===== config.mk =====
export PLATFORM = sky130hd
export DESIGN_NAME = fetch_queue
export DESIGN_NICKNAME = d
export VERILOG_FILES = /design/src/rtl/fetch_queue.sv
export SDC_FILE = /design/constraint.sdc
export NUM_CORES = 1
export LEC_CHECK = 0
export ABC_CLOCK_PERIOD_IN_PS = 2100
export CAP_MARGIN = 15
export CORE_UTILIZATION = 35
export CTS_CLUSTER_SIZE = 40
export DETAILED_ROUTE_END_ITERATION = 12
export PLACE_DENSITY = 0.54
export SYNTH_ARGS = -nofsm -noshare
export SYNTH_HDL_FRONTEND = slang
export SYNTH_SLANG_ARGS = --single-unit

===== constraint.sdc =====
create_clock -name clk -period 2.1 [get_ports clk]
set_input_delay 0.42 -clock clk [delete_from_list [all_inputs] [get_ports clk]]
set_output_delay 0.42 -clock clk [all_outputs]
set_load 0.01 [all_outputs]

===== src/rtl/fetch_queue.sv =====
// Sequential instruction prefetcher: one request per cycle to a 1-cycle-latency
// instruction memory, buffering {instr, pc} pairs in a small FIFO for decode.
module fetch_queue #(
  parameter int              XLEN     = 32,
  parameter int              DEPTH    = 4,
  parameter logic [XLEN-1:0] RESET_PC = '0
) (
  input  logic            clk,
  input  logic            reset,
  output logic [XLEN-1:0] imem_addr,
  output logic            imem_req,
  input  logic [XLEN-1:0] imem_rdata,
  input  logic            redirect,
  input  logic [XLEN-1:0] redirect_pc,
  output logic            instr_valid,
  output logic [XLEN-1:0] instr,
  output logic [XLEN-1:0] instr_pc,
  input  logic            instr_ready
);

  localparam int PW = $clog2(DEPTH);
  localparam int CW = PW + 1;
  localparam logic [CW:0]     DEPTH_L = (CW+1)'(DEPTH);
  localparam logic [XLEN-1:0] PC_STEP = XLEN'(4);
  localparam logic [XLEN-1:0] PC_MASK = {{(XLEN-2){1'b1}}, 2'b00};

  logic [XLEN-1:0] fetch_pc_q, fetch_pc_d;
  logic [XLEN-1:0] inflight_pc_q, inflight_pc_d;
  logic            run_q, run_d;
  logic            inflight_q, inflight_d;
  logic [PW-1:0]   wptr_q, wptr_d;
  logic [PW-1:0]   rptr_q, rptr_d;
  logic [CW-1:0]   count_q, count_d;

  logic [XLEN-1:0] instr_mem_q [DEPTH];
  logic [XLEN-1:0] pc_mem_q    [DEPTH];

  logic [CW:0]     used_s;
  logic            req_s;
  logic            valid_s;
  logic            push_s;
  logic            pop_s;

  // The in-flight request already owns a slot, so it is counted against the credit.
  assign used_s  = {1'b0, count_q} + {{CW{1'b0}}, inflight_q};
  assign req_s   = run_q && !redirect && (used_s < DEPTH_L);
  assign valid_s = (count_q != '0) && !redirect;
  assign push_s  = inflight_q && !redirect;
  assign pop_s   = valid_s && instr_ready;

  assign imem_addr   = fetch_pc_q;
  assign imem_req    = req_s;
  assign instr_valid = valid_s;
  assign instr       = instr_mem_q[rptr_q];
  assign instr_pc    = pc_mem_q[rptr_q];

  always_comb begin
    fetch_pc_d    = fetch_pc_q;
    inflight_pc_d = inflight_pc_q;
    run_d         = 1'b1;
    inflight_d    = 1'b0;
    wptr_d        = wptr_q;
    rptr_d        = rptr_q;
    count_d       = count_q;
    if (redirect) begin
      fetch_pc_d = redirect_pc & PC_MASK;
      wptr_d     = '0;
      rptr_d     = '0;
      count_d    = '0;
    end else begin
      if (req_s) begin
        inflight_d    = 1'b1;
        inflight_pc_d = fetch_pc_q;
        fetch_pc_d    = fetch_pc_q + PC_STEP;
      end else begin
        inflight_d = 1'b0;
      end
      if (push_s) begin
        wptr_d = wptr_q + 1'b1;
      end else begin
        wptr_d = wptr_q;
      end
      if (pop_s) begin
        rptr_d = rptr_q + 1'b1;
      end else begin
        rptr_d = rptr_q;
      end
      count_d = count_q + CW'(push_s) - CW'(pop_s);
    end
  end

  always_ff @(posedge clk or negedge reset) begin
    if (!reset) begin
      fetch_pc_q    <= RESET_PC;
      inflight_pc_q <= '0;
      run_q         <= 1'b0;
      inflight_q    <= 1'b0;
      wptr_q        <= '0;
      rptr_q        <= '0;
      count_q       <= '0;
    end else begin
      fetch_pc_q    <= fetch_pc_d;
      inflight_pc_q <= inflight_pc_d;
      run_q         <= run_d;
      inflight_q    <= inflight_d;
      wptr_q        <= wptr_d;
      rptr_q        <= rptr_d;
      count_q       <= count_d;
    end
  end

  // Storage is cleared on reset so the head outputs read as zero while held in reset.
  always_ff @(posedge clk or negedge reset) begin
    if (!reset) begin
      for (int i = 0; i < DEPTH; i++) begin
        instr_mem_q[i] <= '0;
        pc_mem_q[i]    <= '0;
      end
    end else if (push_s) begin
      instr_mem_q[wptr_q] <= imem_rdata;
      pc_mem_q[wptr_q]    <= inflight_pc_q;
    end
  end

endmodule


==> results.cfg <==
[run_status]
status = complete, but fails checks
violations = negative setup slack

[synth]
yosysMostFrequentCell = dfrtp_1
synth.area.top_cells = dfrtp_1 (56%), mux2_2 (22%), mux4_2 (9.8%), or4_1 (0.95%), clkbuf_1 (0.92%)
synth_flop_cell = dfrtp_1
synth_top_area_cell = dfrtp_1
syn_avg_cell_area_um2 = 14.81
async_flop_share_pct = 100.0
syn_inst = 965
synth_edf_count = 0
syn_area_um2 = 14290
synth_commonest_cells = dfrtp_1 (317), mux2_2 (278), mux4_2 (62)
synth_warnings = 0
ys_types = 52
synth_top_area_share_pct = 55.51
yosysSeqAreaShare_pct = 55.51
ys_seq_elements = 317

[clocking]
htree_levels = 2
cts_tree = yes
cts_buffers = 37
clock-sinks = 317
clock_latency_ns = 0.53
cts-root-buf = clkbuf_16
clk_pin_slew_ns = 0.06
clk_path_buf_depth = 3

[die]
die-area_um2 = 41640
io_pins = 166
die_w_um = 204.1
coreArea_um2 = 40010
start_util_pct = 35.72
fp.dieH_um = 204.1
placementRows = 73

[detailed_routing]
drc = 0
wl_per_cell_um = 20.61
drt_wl_total_mm = 36.58
ant_nets = 0
drtIter0Drc = 411
dr.pass1.iters = 5
via_count = 9267
viasPerCell = 5.221

[layout]
syn2layout_area_growth_pct = 34.57
final_cells = 1775
nets = 1303
final.fill_count = 3520
final_util_pct = 48.07
fin_area_um2 = 19230
drive_gt1_share_pct = 50.56
antenna-diode-count = 0

[critical_path]
endpoint_kind = output port
cp_slowest_cell = mux4_2
worst-setup-path-type = register to output port
cp.required_ns = 1.68
cpMostUsedCell = buf_12
startpoint_type = register
cp.arrival_ns = 1.98
crit_path_max_incr_delay_ns = 0.54
path_delay_family = multiplexers
path_max_fanout = 8
crit_buf_inv = 3
r2r_slack_ns = -0.14
cp_cell_sequence = buf_12 -> buf_12 -> mux4_2 -> buf_6

[timing]
rsz0062_at_grt = true
hold_slack_ns = 0.4012
drv_slew = 0
fin_crit_sh_pct = 114.3
fin_ws_ns = -0.2996
fin_crit_ns = 2.400
finClkSkew_ns = 0.009396
hold_violations = 0
fmax_mhz = 416.7
setup_viol = 73

[placed_design]
dp_cells = 1684
place_congestion = 0.8517
place_area_um2 = 17360
portBuffers = 159
hpwl_mm = 23.93

[power]
peakVddDrop_mv = 0.5801
p_per_area_nw_per_um2 = 1267
power_w = 0.02437
p_leak_nw = 8.541

[global_route]
antenna_found_initial = 0
grt_start_max_net_pins = 72
grt_overflow = 0
grt_pass1_wl_mm = 57.87
grt_pass1_vias = 9912
grt_usage_pct = 18.04

[hold_path]
hp-class = input pin to async pin

[flow_run]
drv_cap = 0
## cells in the final DEF, fill, tap and decap left out, types with 9 or more instances in the layout
| cell | n |
|---|---|
| buf_6 | 81 |
| a31oi_1 | 16 |
| clkdlybuf4s50_1 | 92 |
| mux2_2 | 278 |
| nand3_1 | 16 |
| or4_1 | 9 |
| clkbuf_8 | 10 |
| nand2_1 | 20 |
| nor2_1 | 27 |
| buf_12 | 33 |
| clkbuf_1 | 11 |
| inv_1 | 9 |
| mux4_2 | 62 |
| nand4_1 | 12 |
| or4_4 | 10 |
| buf_4 | 66 |
| dfrtp_1 | 312 |
| clkbuf_16 | 38 |
## logic make-up (layout without fill, tap and decap cells)
logic type,Yosys count,in the layout,synth area share (%)
AO/OA/AOI/OAI,66,66,3.222
XOR/XNOR,6,6,0.3677
adder cells (fa/ha/maj),9,9,0.8405
buffers and inverters,74,356,2.285
flip-flops,317,317,55.51
multiplexers,342,342,31.82
other,2,5,0.05255
AND/OR/NAND/NOR,149,149,5.910
## routing by layer
layer  up-vias  share of wire [%]  GRT usage [%]
met5         -                  0              0
met4         0                2.5          5.837
met3        68                4.9          3.268
met2       237                 47          28.50
met1      4804                 45          25.10
li1       4158                  -              -
## area by class of cell
type,instances,area [um^2],area share [%]
clock inverter,5,102.6,0.5335
clock buffer,58,1105,5.745
tap,525,656.9,3.416
timing repair buffer,282,3112,16.18
inverter,11,41.29,0.2147
multi-input combinational,577,6274,32.62
sequential,317,7941,41.29
## power by group
| part | internal [W] | switching (W) |
|---|---|---|
| Combinational | 0.00546 | 0.00340 |
| Clock | 0.00396 | 0.00249 |
| Sequential | 0.00794 | 0.00112 |
## timing repair
item                                    in CTS  in global routing
endpoints found under the setup margin      68                104
endpoints found under the hold margin       39                  0
setup buffers                               15                 12
gates resized for setup                    345                 74
hold buffers                                 1                  0
cloned                                       5                  3
pin swaps                                   11                 28
## worst reg2reg max path: cells and delay by family, from the launching register on
kind | cells | cell delay [ns]
fa+ha+maj | 3 | 0.93
buf+inv | 4 | 0.34
simple gates | 4 | 0.45
flops | 1 | 0.42
## path summary, 6_finish.rpt
path                       cells after the start             from               end
hold / removal                                 2            reset  instr_mem_q[106]
hold reg to reg                                1  instr_mem_q[35]   instr_mem_q[35]
setup reg to reg                              11       count_q[1]        count_q[1]
setup / recovery                               4        rptr_q[0]         instr[18]
min in group clk                               3   redirect_pc[9]      imem_addr[9]
max in group asynchronous                      3            reset   instr_mem_q[81]
## flip-flops by register name (all words and copies together) (netlist names)
| register | flops |
|---|---|
| inflight_pc_q | 30 |
| wptr_q | 2 |
| count_q | 3 |
| inflight_q | 1 |
| instr_mem_q | 128 |
| imem_addr | 30 |
| run_q | 1 |
| pc_mem_q | 120 |
| rptr_q | 2 |
## metrics by stage
stage | setup WS (ns) | TNS (ns)
floorplan | -0.03365 | -0.04927
global placement | -0.4216 | -50.86
detailed placement | -0.4632 | -58.97
CTS | -0.4196 | -22.09
global route | -0.3631 | -21.71
finish | -0.2996 | -16.11
No activity file was read; power rests on OpenSTA's default activity.
